===== config.mk =====
export PLATFORM = sky130hd
export DESIGN_NAME = cfg_dev_router
export DESIGN_NICKNAME = d
export VERILOG_FILES = /design/src/rtl/cfg_dev_router_pkg.sv /design/src/rtl/cfg_dev_timeout.sv /design/src/rtl/cfg_dev_router.sv
export SDC_FILE = /design/constraint.sdc
export NUM_CORES = 1
export LEC_CHECK = 0
export CORE_AREA = 2 2 125 127
export DETAILED_ROUTE_END_ITERATION = 7
export DIE_AREA = 0 0 127 129
export PLACE_DENSITY = 0.85
export SETUP_SLACK_MARGIN = 0.2
export SKIP_CTS_REPAIR_TIMING = 1
export SLEW_MARGIN = 20
export SYNTH_ARGS = -nofsm -noshare
export SYNTH_HDL_FRONTEND = slang
export SYNTH_SLANG_ARGS = --single-unit
export TNS_END_PERCENT = 30

===== constraint.sdc =====
create_clock -name clock -period 4.3 [get_ports clock]
set_clock_uncertainty 0.1 [all_clocks]
set_input_delay 1.29 -clock clock [delete_from_list [all_inputs] [get_ports clock]]
set_output_delay 1.29 -clock clock [all_outputs]
set_load 0.02 [all_outputs]

===== src/rtl/cfg_dev_router_pkg.sv =====
// Shared types and constants for the config-space router.
package cfg_dev_router_pkg;

  typedef enum logic [1:0] {
    ST_IDLE  = 2'd0,
    ST_ISSUE = 2'd1,
    ST_RESP  = 2'd2,
    ST_DRAIN = 2'd3
  } state_e;

  typedef enum logic [1:0] {
    ERR_NONE    = 2'd0,
    ERR_UNIMPL  = 2'd1,
    ERR_TIMEOUT = 2'd2
  } err_code_e;

  localparam logic [31:0] ERR_DATA_DEFAULT = 32'hFFFF_FFFF;

endpackage


===== src/rtl/cfg_dev_timeout.sv =====
// Loadable down-counter watchdog; expire_o is high while enabled at zero.
module cfg_dev_timeout #(
  parameter int CNT_W = 10
) (
  input  logic             clk_i,
  input  logic             rst_i,
  input  logic             load_i,
  input  logic [CNT_W-1:0] load_val_i,
  input  logic             en_i,
  output logic             expire_o
);

  logic [CNT_W-1:0] cnt_q;

  always_ff @(posedge clk_i) begin
    if (rst_i) begin
      cnt_q <= '0;
    end else if (load_i) begin
      cnt_q <= load_val_i;
    end else if (en_i && (cnt_q != '0)) begin
      cnt_q <= cnt_q - 1'b1;
    end
  end

  assign expire_o = en_i && (cnt_q == '0);

endmodule


===== src/rtl/cfg_dev_router.sv =====
// Routes host config accesses to one of NUM_TGT targets by upper address bits.
// Handshake: host holds wren/rden until the one-cycle cfg_done, then clears it.
module cfg_dev_router
  import cfg_dev_router_pkg::*;
#(
  parameter int                 NUM_TGT     = 4,
  parameter int                 TGT_ADDR_W  = 14,
  parameter int                 SEL_W       = 2,
  parameter logic [NUM_TGT-1:0] TGT_MASK    = 4'b1110,
  parameter int                 TIMEOUT_CYC = 1024,
  parameter logic [31:0]        ERR_DATA    = ERR_DATA_DEFAULT
) (
  input  logic                          clock,
  input  logic                          reset,
  input  logic [SEL_W+TGT_ADDR_W-1:0]   cfg_addr,
  input  logic                          cfg_wren,
  input  logic                          cfg_rden,
  input  logic [31:0]                   cfg_wdata,
  output logic [31:0]                   cfg_rdata,
  output logic                          cfg_done,
  output logic                          err_unimplemented_addr,
  output logic                          err_timeout,
  output logic                          err_protocol,
  output logic                          busy,
  output state_e                        dbg_state_o,
  output logic [NUM_TGT*TGT_ADDR_W-1:0] tgt_addr,
  output logic [NUM_TGT-1:0]            tgt_wren,
  output logic [NUM_TGT-1:0]            tgt_rden,
  output logic [31:0]                   tgt_wdata,
  input  logic [NUM_TGT*32-1:0]         tgt_rdata,
  input  logic [NUM_TGT-1:0]            tgt_done
);

  localparam int ADDR_W = SEL_W + TGT_ADDR_W;
  localparam int CNT_W  = $clog2(TIMEOUT_CYC + 1);

  state_e                  state_q;
  logic [TGT_ADDR_W-1:0]   addr_q;
  logic [SEL_W-1:0]        idx_q;
  logic                    unimpl_q;
  logic [31:0]             wdata_q;
  logic [NUM_TGT-1:0]      tgt_wren_q, tgt_rden_q;
  logic [31:0]             cfg_rdata_q;
  logic                    cfg_done_q, err_unimpl_q, err_timeout_q, err_protocol_q;

  logic [SEL_W-1:0]        idx_in;
  logic                    idx_ok;
  logic [NUM_TGT-1:0]      onehot_in;
  logic                    sel_done;
  logic [31:0]             sel_rdata;
  logic                    tmo_expire;

  assign idx_in = cfg_addr[ADDR_W-1 -: SEL_W];

  // Decode the incoming index and mux the selected target's response.
  always_comb begin
    idx_ok    = 1'b0;
    onehot_in = '0;
    sel_done  = 1'b0;
    sel_rdata = '0;
    for (int i = 0; i < NUM_TGT; i++) begin
      if (idx_in == SEL_W'(i)) begin
        onehot_in[i] = 1'b1;
        idx_ok       = TGT_MASK[i];
      end
      if (idx_q == SEL_W'(i)) begin
        sel_done  = tgt_done[i];
        sel_rdata = tgt_rdata[i*32 +: 32];
      end
    end
  end

  cfg_dev_timeout #(.CNT_W(CNT_W)) u_watchdog (
    .clk_i      (clock),
    .rst_i      (reset),
    .load_i     (state_q == ST_IDLE),
    .load_val_i (CNT_W'(TIMEOUT_CYC - 1)),
    .en_i       ((state_q == ST_ISSUE) && !unimpl_q),
    .expire_o   (tmo_expire)
  );

  // An unimplemented index spends one strobe-less ISSUE cycle so every
  // error completion lands no earlier than a best-case target completion.
  always_ff @(posedge clock) begin
    if (reset) begin
      state_q        <= ST_IDLE;
      addr_q         <= '0;
      idx_q          <= '0;
      unimpl_q       <= 1'b0;
      wdata_q        <= '0;
      tgt_wren_q     <= '0;
      tgt_rden_q     <= '0;
      cfg_rdata_q    <= '0;
      cfg_done_q     <= 1'b0;
      err_unimpl_q   <= 1'b0;
      err_timeout_q  <= 1'b0;
      err_protocol_q <= 1'b0;
    end else begin
      cfg_done_q     <= 1'b0;
      err_unimpl_q   <= 1'b0;
      err_timeout_q  <= 1'b0;
      err_protocol_q <= 1'b0;
      case (state_q)
        ST_IDLE: begin
          if (cfg_wren || cfg_rden) begin
            addr_q         <= cfg_addr[TGT_ADDR_W-1:0];
            idx_q          <= idx_in;
            wdata_q        <= cfg_wdata;
            unimpl_q       <= !idx_ok;
            err_protocol_q <= cfg_wren && cfg_rden;
            state_q        <= ST_ISSUE;
            if (idx_ok) begin
              if (cfg_wren) tgt_wren_q <= onehot_in;
              else          tgt_rden_q <= onehot_in;
            end
          end
        end
        ST_ISSUE: begin
          if (unimpl_q || sel_done || tmo_expire) begin
            tgt_wren_q <= '0;
            tgt_rden_q <= '0;
            cfg_done_q <= 1'b1;
            state_q    <= ST_RESP;
            if (unimpl_q) begin
              err_unimpl_q <= 1'b1;
              cfg_rdata_q  <= ERR_DATA;
            end else if (sel_done) begin
              if (tgt_rden_q != '0) cfg_rdata_q <= sel_rdata;
            end else begin
              err_timeout_q <= 1'b1;
              cfg_rdata_q   <= ERR_DATA;
            end
          end
        end
        ST_RESP:  state_q <= ST_DRAIN;
        ST_DRAIN: if (!cfg_wren && !cfg_rden) state_q <= ST_IDLE;
        default:  state_q <= ST_IDLE;
      endcase
    end
  end

  for (genvar g = 0; g < NUM_TGT; g++) begin : g_tgt_addr
    assign tgt_addr[g*TGT_ADDR_W +: TGT_ADDR_W] =
      (tgt_wren_q[g] || tgt_rden_q[g]) ? addr_q : '0;
  end

  assign tgt_wren               = tgt_wren_q;
  assign tgt_rden               = tgt_rden_q;
  assign tgt_wdata              = wdata_q;
  assign cfg_rdata              = cfg_rdata_q;
  assign cfg_done               = cfg_done_q;
  assign err_unimplemented_addr = err_unimpl_q;
  assign err_timeout            = err_timeout_q;
  assign err_protocol           = err_protocol_q;
  assign busy                   = (state_q != ST_IDLE);
  assign dbg_state_o            = state_q;

endmodule


==> flow_summary.yaml, run 1 <==
clock_network:
  cts_tree: "built"
  cts.path.max_buffers: 2
  htree_levels: 3
  clock_latency_ns: 0.34
  numClockSinks: 106
  cts-root-buf: "clkbuf_16"
  cts.clk_slew.worst_paths_ns: 0.07
  numCtsBuffers: 9
finish:
  finalNetCount: 1078
  area_growth_pct: 67.0
  final_cell_mix: "clkdlybuf4s50_1, dfxtp_1, nand2_1"
  drive_above_1_share_pct: 7.50
  final_common_cell: "clkdlybuf4s50_1"
setup_path:
  crit_chain: "inv_1 > ha_1 > clkinv_1 > clkdlybuf4s50_1"
  cp_slowest_stage_delay_ns: 0.66
  worstPathArrival_ns: 2.45
  reg2regPathDepth: 7
  startpoint_type: "register"
  critPathMaxFanout: 15
  slowest_stage: "clkdlybuf4s50_1"
  crit_type: "register to output pin"
  required_ns: 2.91
  end_kind: "output pin"
  reg2reg_slack_ns: 1.46
global_routing:
  antenna_found_initial: 2
  grtUsageTotal_pct: 21.7
  grt_max_degree: 83
  overflow: 0
  grt_pass1_vias: 5122
  grt_pass1_wl_um: 27600
synth:
  synth_cells: 594
  yosys.cell_types.count: 46
  synth-xor-area-share_pct: 0.657
  synth_area_um2: 5340
  ys_warn_count: 0
  avgSynthCellArea_um2: 8.98
  synth_seq_area_share_pct: 39.8
  synth_top_area_share_pct: 39.8
  synthMuxAreaShare_pct: 15.5
  synth_top_family_by_area: "simple AND/OR/NAND/NOR gates"
  synthAdderAreaFrac_pct: 1.41
  yosys.area.top_type: "dfxtp_1"
  yosys_register_bits: 106
  synth_nets: 784
  synth_compound_area_share_pct: 13.6
  synth.area.top_cells: "dfxtp_1, mux4_2, nand2_1"
  yosys.area_share.simple_pct: 22.5
worst_hold_path:
  hold_path_class: "register to register"
  holdPathStages: 2
floorplan:
  std_cell_rows: 45
  start_util_pct: 35.6
  dieArea_um2: 16400
  die_w_um: 127
  io_pins: 319
  die_y_um: 129
  fp.coreArea_um2: 15000
timing:
  hold_viol: 0
  fmax_mhz: 260
  hold_slack_ns: 0.352
  layout_min_cycle_time_ns: 3.84
  tns_ns: 0
  fin_crit_sh_pct: 89.3
  finalMaxSlewViolations: 0
  finalSetupViolations: 0
  tightestPinTransition_ns: 1.08
  slew_headroom_pct: 27.5
  rsz0062_at_grt: "no"
  fin_ws_ns: 0.459
drt:
  viasPerCell: 5.02
  vias: 5427
  totalWireLength_um: 18700
  route.detailed.drc: 0
  avgRoutedWirePerCell_um: 17.3
  drt_pass1_iterations: 5
  ant_nets: 0
  drt_iter0_drc: 319
job:
  cap_viol_max_count: 0
placement:
  dp_slack_ns: 0.698
  portBuffers: 318
  dp_hpwl_um: 14300
  gp_congestion: 0.832
status:
  status: "complete, no violations"
power:
  p_per_area_nw_per_um2: 469
  p_leak_uw: 0.00306
  vdd_drop_max_v: 0.000329
==> layer usage <==
metal | GRT usage [%] | part of all wire [%]
met5 | 0 | 0.069
met4 | 6.79 | 2.0
met3 | 7.78 | 9.5
met2 | 37.7 | 49
met1 | 25.2 | 39
==> cells in the mapped netlist (all sizes together) <==
cell type	number
xnor2	3
mux2	1
inv	40
nand3b	4
or3	3
buf	13
a21oi	55
o31a	1
nor3	4
or3b	1
nand4bb	1
nand2b	9
nor2	43
dfxtp	106
or4	2
a211oi	35
o31ai	2
nor2b	60
clkbuf	28
a311o	2
nor4	5
nand2	101
a31oi	4
a2111o	1
o21ai	4
mux2i	7
and3b	1
a41oi	1
a311oi	6
mux4	33
o21a	1
xor2	1
nor3b	4
ha	6
clkinv	1
nand3	5
==> where the power goes <==
part	switching [µW]	internal [µW]
combinational	1010	926
sequential	193	1230
clock	366	452
total	1570	2610
==> path summary, 6_finish.rpt <==
| path | from | end |
|---|---|---|
| worst max-delay path | dbg_state_o[0] | busy |
| worst min-delay path | tgt_wdata[27] | tgt_wdata[27] |
| worst max register to register | dbg_state_o[0] | addr_q[11] |
| worst min register to register | tgt_wdata[27] | tgt_wdata[27] |
==> layout make-up <==
class                           count  area, µm²
Clock buffer                       11        233
Inverter                           41        154
Antenna cell                        1       2.50
Multi-Input combinational cell    406       2880
Sequential cell                   106       2120
Timing Repair Buffer              324       3230
Fill cell                        1289       6070
Clock inverter                      5       53.8
Tap cell                          188        235
==> metrics by stage <==
stage               cells  cell area [µm²]  power [µW]  utilization (%)
global route         1082             8910        4430             59.5
detailed placement   1065             8620        3390             57.5
CTS                  1081             8900        4210             59.4
finish               1082             8910        4180             59.5
global placement     1065             8620        3350             57.5
floorplan             594             5340        2570                -
==> flip-flops by register name, indices dropped and copies added, names as in the netlist <==
register                flops
err_timeout                 1
tgt_wren                    4
dbg_state_o                 2
idx_q                       2
cfg_rdata                  32
err_unimplemented_addr      1
cfg_done                    1
tgt_rden                    4
addr_q                     14
err_protocol                1
tgt_wdata                  32
u_watchdog.cnt_q           11
unimpl_q                    1
==> kinds of logic (layout without fill, tap and decap cells) <==
| group | count (synthesis) | count (layout) |
|---|---|---|
| flops | 106 | 106 |
| xor+xnor | 4 | 4 |
| compound gates | 112 | 112 |
| other cells | 0 | 1 |
| simple gates | 243 | 243 |
| fa+ha+maj | 6 | 6 |
| buf+inv | 82 | 381 |
| mux | 41 | 41 |
==> critical path: cells and delay by family (launching register included) <==
kind / cells / cell delay, ns
buf+inv: 3 / 1.23
fa+ha+maj: 1 / 0.52
flops: 1 / 0.35
No activity file was read; power rests on OpenSTA's default activity.
==> run 2, diff against run 1 <==
--- a/config.mk
+++ b/config.mk
@@ -7,4 +7,5 @@
 export LEC_CHECK = 0
 export CORE_AREA = 2 2 125 127
+export CTS_CLUSTER_SIZE = 16
 export DETAILED_ROUTE_END_ITERATION = 7
 export DIE_AREA = 0 0 127 129
@@ -12,5 +13,4 @@
 export SETUP_SLACK_MARGIN = 0.2
 export SKIP_CTS_REPAIR_TIMING = 1
-export SLEW_MARGIN = 20
 export SYNTH_ARGS = -nofsm -noshare
 export SYNTH_HDL_FRONTEND = slang
==> constraint.sdc (replaced) <==
create_clock -name clock -period 4.3 [get_ports clock]
set_clock_uncertainty 0.1 [all_clocks]
set_input_delay 0.43 -clock clock [delete_from_list [all_inputs] [get_ports clock]]
set_output_delay 0.43 -clock clock [all_outputs]
set_load 0.02 [all_outputs]
==> flow_summary.yaml, run 2 (synthesized netlist as in run 1, its figures left out) <==
timing:
  tightestPinTransition_ns: 1.13
  hold_viol: 0
  fin_crit_sh_pct: 69.3
  tns_ns: 0
  finalSetupViolations: 0
  layout_min_cycle_time_ns: 2.98
  rsz0062_at_grt: "no"
  fmax_mhz: 336
  finalMaxSlewViolations: 0
  slew_headroom_pct: 24.1
floorplan:
  start_util_pct: 35.6
  io_pins: 319
  fp.coreArea_um2: 15000
  die_w_um: 127
  std_cell_rows: 45
  die_y_um: 129
  dieArea_um2: 16400
drt:
  ant_nets: 0
  vias: 5495
  avgRoutedWirePerCell_um: 17.7
  totalWireLength_um: 19100
  route.detailed.drc: 0
  viasPerCell: 5.08
  drt_pass1_iterations: 4
  drt_iter0_drc: 187
clock_network:
  cts.clk_slew.worst_paths_ns: 0.08
  cts-root-buf: "clkbuf_16"
  numClockSinks: 106
  clock_latency_ns: 0.35
  numCtsBuffers: 9
  cts_tree: "built"
  cts.path.max_buffers: 2
  htree_levels: 3
finish:
  nFillCells: 1283
  finalNetCount: 1078
  area_growth_pct: 67.2
  drive_above_1_share_pct: 7.39
  final_cell_mix: "clkdlybuf4s50_1, dfxtp_1, nand2_1"
  utilization_pct: 59.6
  final_common_cell: "clkdlybuf4s50_1"
setup_path:
  end_kind: "output pin"
  critPathMaxFanout: 15
  crit_type: "register to output pin"
  required_ns: 3.77
  cp_slowest_stage_delay_ns: 0.66
  startpoint_type: "register"
  worstPathArrival_ns: 2.45
  crit_chain: "inv_1 > ha_1 > clkinv_1 > clkdlybuf4s50_1"
  slowest_stage: "clkdlybuf4s50_1"
global_routing:
  grt_pass1_vias: 5345
  grt_max_degree: 76
  grtUsageTotal_pct: 22.5
  grt_pass1_wl_um: 28600
  overflow: 0
  antenna_found_initial: 1
job:
  cap_viol_max_count: 0
status:
  status: "complete, no violations"
power:
  p_per_area_nw_per_um2: 472
  p_leak_uw: 0.00306
  vdd_drop_max_v: 0.000291
placement:
  dp_hpwl_um: 14500
  gp_congestion: 0.835
  portBuffers: 318
worst_hold_path:
  hold_path_class: "register to register"
[run 2: worst paths after layout]
| check | from | endpoint | slack, ns | cells after the start |
|---|---|---|---|---|
| worst max-delay path | dbg_state_o[0] | busy | 1.32 | 4 |
| worst min-delay path | cfg_rdata[10] | cfg_rdata[10] | 0.35 | 2 |
| worst min register to register | cfg_rdata[10] | cfg_rdata[10] | 0.35 | 2 |
| worst max register to register | dbg_state_o[0] | addr_q[13] | 1.42 | 6 |
[run 2: layer usage]
metal	track usage, %	vias up	wire [µm]
met5	0	-	0
met4	7.05	0	454
met3	8.07	32	1790
met2	39.8	260	9500
met1	25.4	2573	7360
li1	-	2630	-
[run 2: power by group]
group          switching (µW)  internal (µW)  leakage (µW)
clock network             396            461      0.000149
registers                 195           1230      0.000871
logic                    1010            923       0.00204
total                    1600           2610       0.00306
[run 2: critical path: cells and delay by family (launching register included)]
| family | cells | cell delay [ns] |
|---|---|---|
| fa+ha+maj | 1 | 0.52 |
| buf+inv | 3 | 1.21 |
| flops | 1 | 0.36 |
[run 2: area by class of cell]
class | instances | area (µm²) | area share [%]
Sequential cell | 106 | 2120 | 23.8
Tap cell | 188 | 235 | 2.64
Clock inverter | 6 | 72.6 | 0.814
Inverter | 41 | 154 | 1.73
Antenna cell | 1 | 2.50 | 0.0281
Timing Repair Buffer | 324 | 3230 | 36.2
Multi-Input combinational cell | 406 | 2880 | 32.3
Clock buffer | 10 | 229 | 2.57
[run 2: per-stage QoR]
step / worst slack (ns) / cells / hold slack [ns] / total power [µW] / instance area, µm²
2_1_floorplan: 2.20 / 594 / 0.357 / 2570 / 5340
3_3_place_gp: 1.56 / 1065 / 0.339 / 3350 / 8620
3_5_place_dp: 1.37 / 1065 / 0.344 / 3390 / 8620
4_1_cts: 1.29 / 1081 / 0.355 / 4250 / 8920
5_1_grt: 1.05 / 1082 / 0.367 / 4460 / 8920
6_report: 1.32 / 1082 / 0.353 / 4210 / 8920
==> run 3, diff against run 2 <==
Settings changed: CORE_AREA 2 2 125 127 to not set, CORE_UTILIZATION set to 34, DIE_AREA 0 0 127 129 to not set.
Clock period 4.3 ns to 2.7 ns, I/O delays scaled along.
==> flow_summary.yaml, run 3 (synthesized netlist as in run 1, its figures left out) <==
drt:
  ant_nets: 0
  totalWireLength_um: 19000
  viasPerCell: 4.88
  wl_met2_um: 9330
  highest_layer: "met4"
  dr_wl_met3_um: 1770
  avgRoutedWirePerCell_um: 17.1
  m1WireLength_um: 7330
  vias: 5428
  drt_iter0_drc: 254
  drt_pass1_iterations: 4
  route.detailed.drc: 0
setup_path:
  cp_slowest_stage_delay_ns: 0.60
  worstPathArrival_ns: 2.00
  critPathMaxFanout: 14
  slowest_stage: "nor2_2"
  path_delay_family: "simple AND/OR/NAND/NOR gates"
  end_kind: "output pin"
  crit_type: "register to output pin"
  startpoint_type: "register"
  crit_chain: "nor2_2 > nor2b_1 > clkdlybuf4s50_1"
  crit_buf_inv: 1
  required_ns: 2.33
clock_network:
  cts-root-buf: "clkbuf_16"
  numCtsBuffers: 9
  cts_tree: "built"
  htree_levels: 3
  cts.path.max_buffers: 2
  clock_latency_ns: 0.35
  cts.clk_slew.worst_paths_ns: 0.07
  numClockSinks: 106
finish:
  finalNonFillerCells: 1113
  final_common_cell: "clkdlybuf4s50_1"
  finalNetCount: 1086
  area_growth_pct: 69.4
  drive_above_1_share_pct: 8.44
  final_area_um2: 9040
  final_cell_mix: "clkdlybuf4s50_1, dfxtp_1, nand2_1"
global_routing:
  grtUsageTotal_pct: 23.0
  grt_max_degree: 47
  grt_pass1_vias: 5321
  antenna_found_initial: 1
  overflow: 0
  grt_pass1_wl_um: 28400
power:
  vdd_drop_max_v: 0.000477
  p_per_area_nw_per_um2: 749
  p_leak_uw: 0.00311
  p_comb_share_pct: 46.7
  clkPwrFrac_pct: 19.8
  power.switching_uw: 2520
  p_total_uw: 6770
  internal_power_uw: 4240
  p_sw_share_pct: 37.3
  seqPwrFrac_pct: 33.4
placement:
  dp_hpwl_um: 14500
  dp_slack_ns: 0.325
  gp_congestion: 0.808
  place_area_um2: 8730
  portBuffers: 318
  dp.cells: 1096
floorplan:
  start_util_pct: 35.0
  die_y_um: 127
  std_cell_rows: 45
  dieArea_um2: 16200
  fp.coreArea_um2: 15300
  io_pins: 319
  die_w_um: 127
timing:
  fin_ws_ns: 0.335
  rsz0062_at_grt: "yes"
  finalSetupViolations: 0
  tightestPinTransition_ns: 0.743
  hold_slack_ns: 0.268
  fmax_mhz: 423
  hold_viol: 0
  fin_crit_sh_pct: 87.6
  slew_headroom_pct: 50.4
  layout_min_cycle_time_ns: 2.37
  finalMaxSlewViolations: 0
worst_hold_path:
  hold_path_class: "primary input to register"
job:
  cap_viol_max_count: 0
status:
  status: "complete, no violations"
-- run 3: cell types whose count changed in the layout (fill, tap and decap cells not counted), moves of 2 or more --
cell and delta:
buf_4 +6, nor2_2 +4, buf_12 +2, clkbuf_1 +2, nor2_1 -4
-- run 3: power groups by stage --
stage	Clock (µW)	Combinational (µW)	Sequential [µW]
5_1_grt	1450	3400	2320
3_5_place_dp	0	3170	2290
6_report	1340	3160	2260
2_1_floorplan	0	1530	2570
4_1_cts	1380	3180	2260
3_3_place_gp	0	3130	2270
-- run 3: routing by layer --
| metal | up-vias | track usage, % |
|---|---|---|
| met4 | 0 | 9.80 |
| met1 | 2510 | 25.5 |
| li1 | 2640 | - |
| met2 | 249 | 39.5 |
| met3 | 29 | 8.75 |
| met5 | - | 0 |
-- run 3: final cells by class --
| class | count | area [µm²] |
|---|---|---|
| Fill cell | 1311 | 6220 |
| Timing Repair Buffer | 332 | 3310 |
| Multi-Input combinational cell | 406 | 2890 |
| Sequential cell | 106 | 2120 |
| Tap cell | 211 | 264 |
| Clock buffer | 13 | 250 |
| Inverter | 41 | 154 |
| Clock inverter | 3 | 46.3 |
| Antenna cell | 1 | 2.50 |
-- run 3: path summary, 6_finish.rpt --
path                                      from       endpoint  slack, ns  cells after the start
worst max-delay path               tgt_rden[0]    tgt_addr[2]       0.33                      3
worst min-delay path                     reset  tgt_wdata[23]       0.27                      2
worst max register to register  dbg_state_o[0]    tgt_wren[3]       0.37                      5
worst min register to register   cfg_rdata[10]  cfg_rdata[10]       0.35                      2
-- run 3: stage by stage --
step	util, %	setup TNS, ns
global placement	57.2	0
floorplan	-	0
detailed placement	57.2	0
finish	59.2	0
CTS	59.2	-0.0161
global route	59.2	0
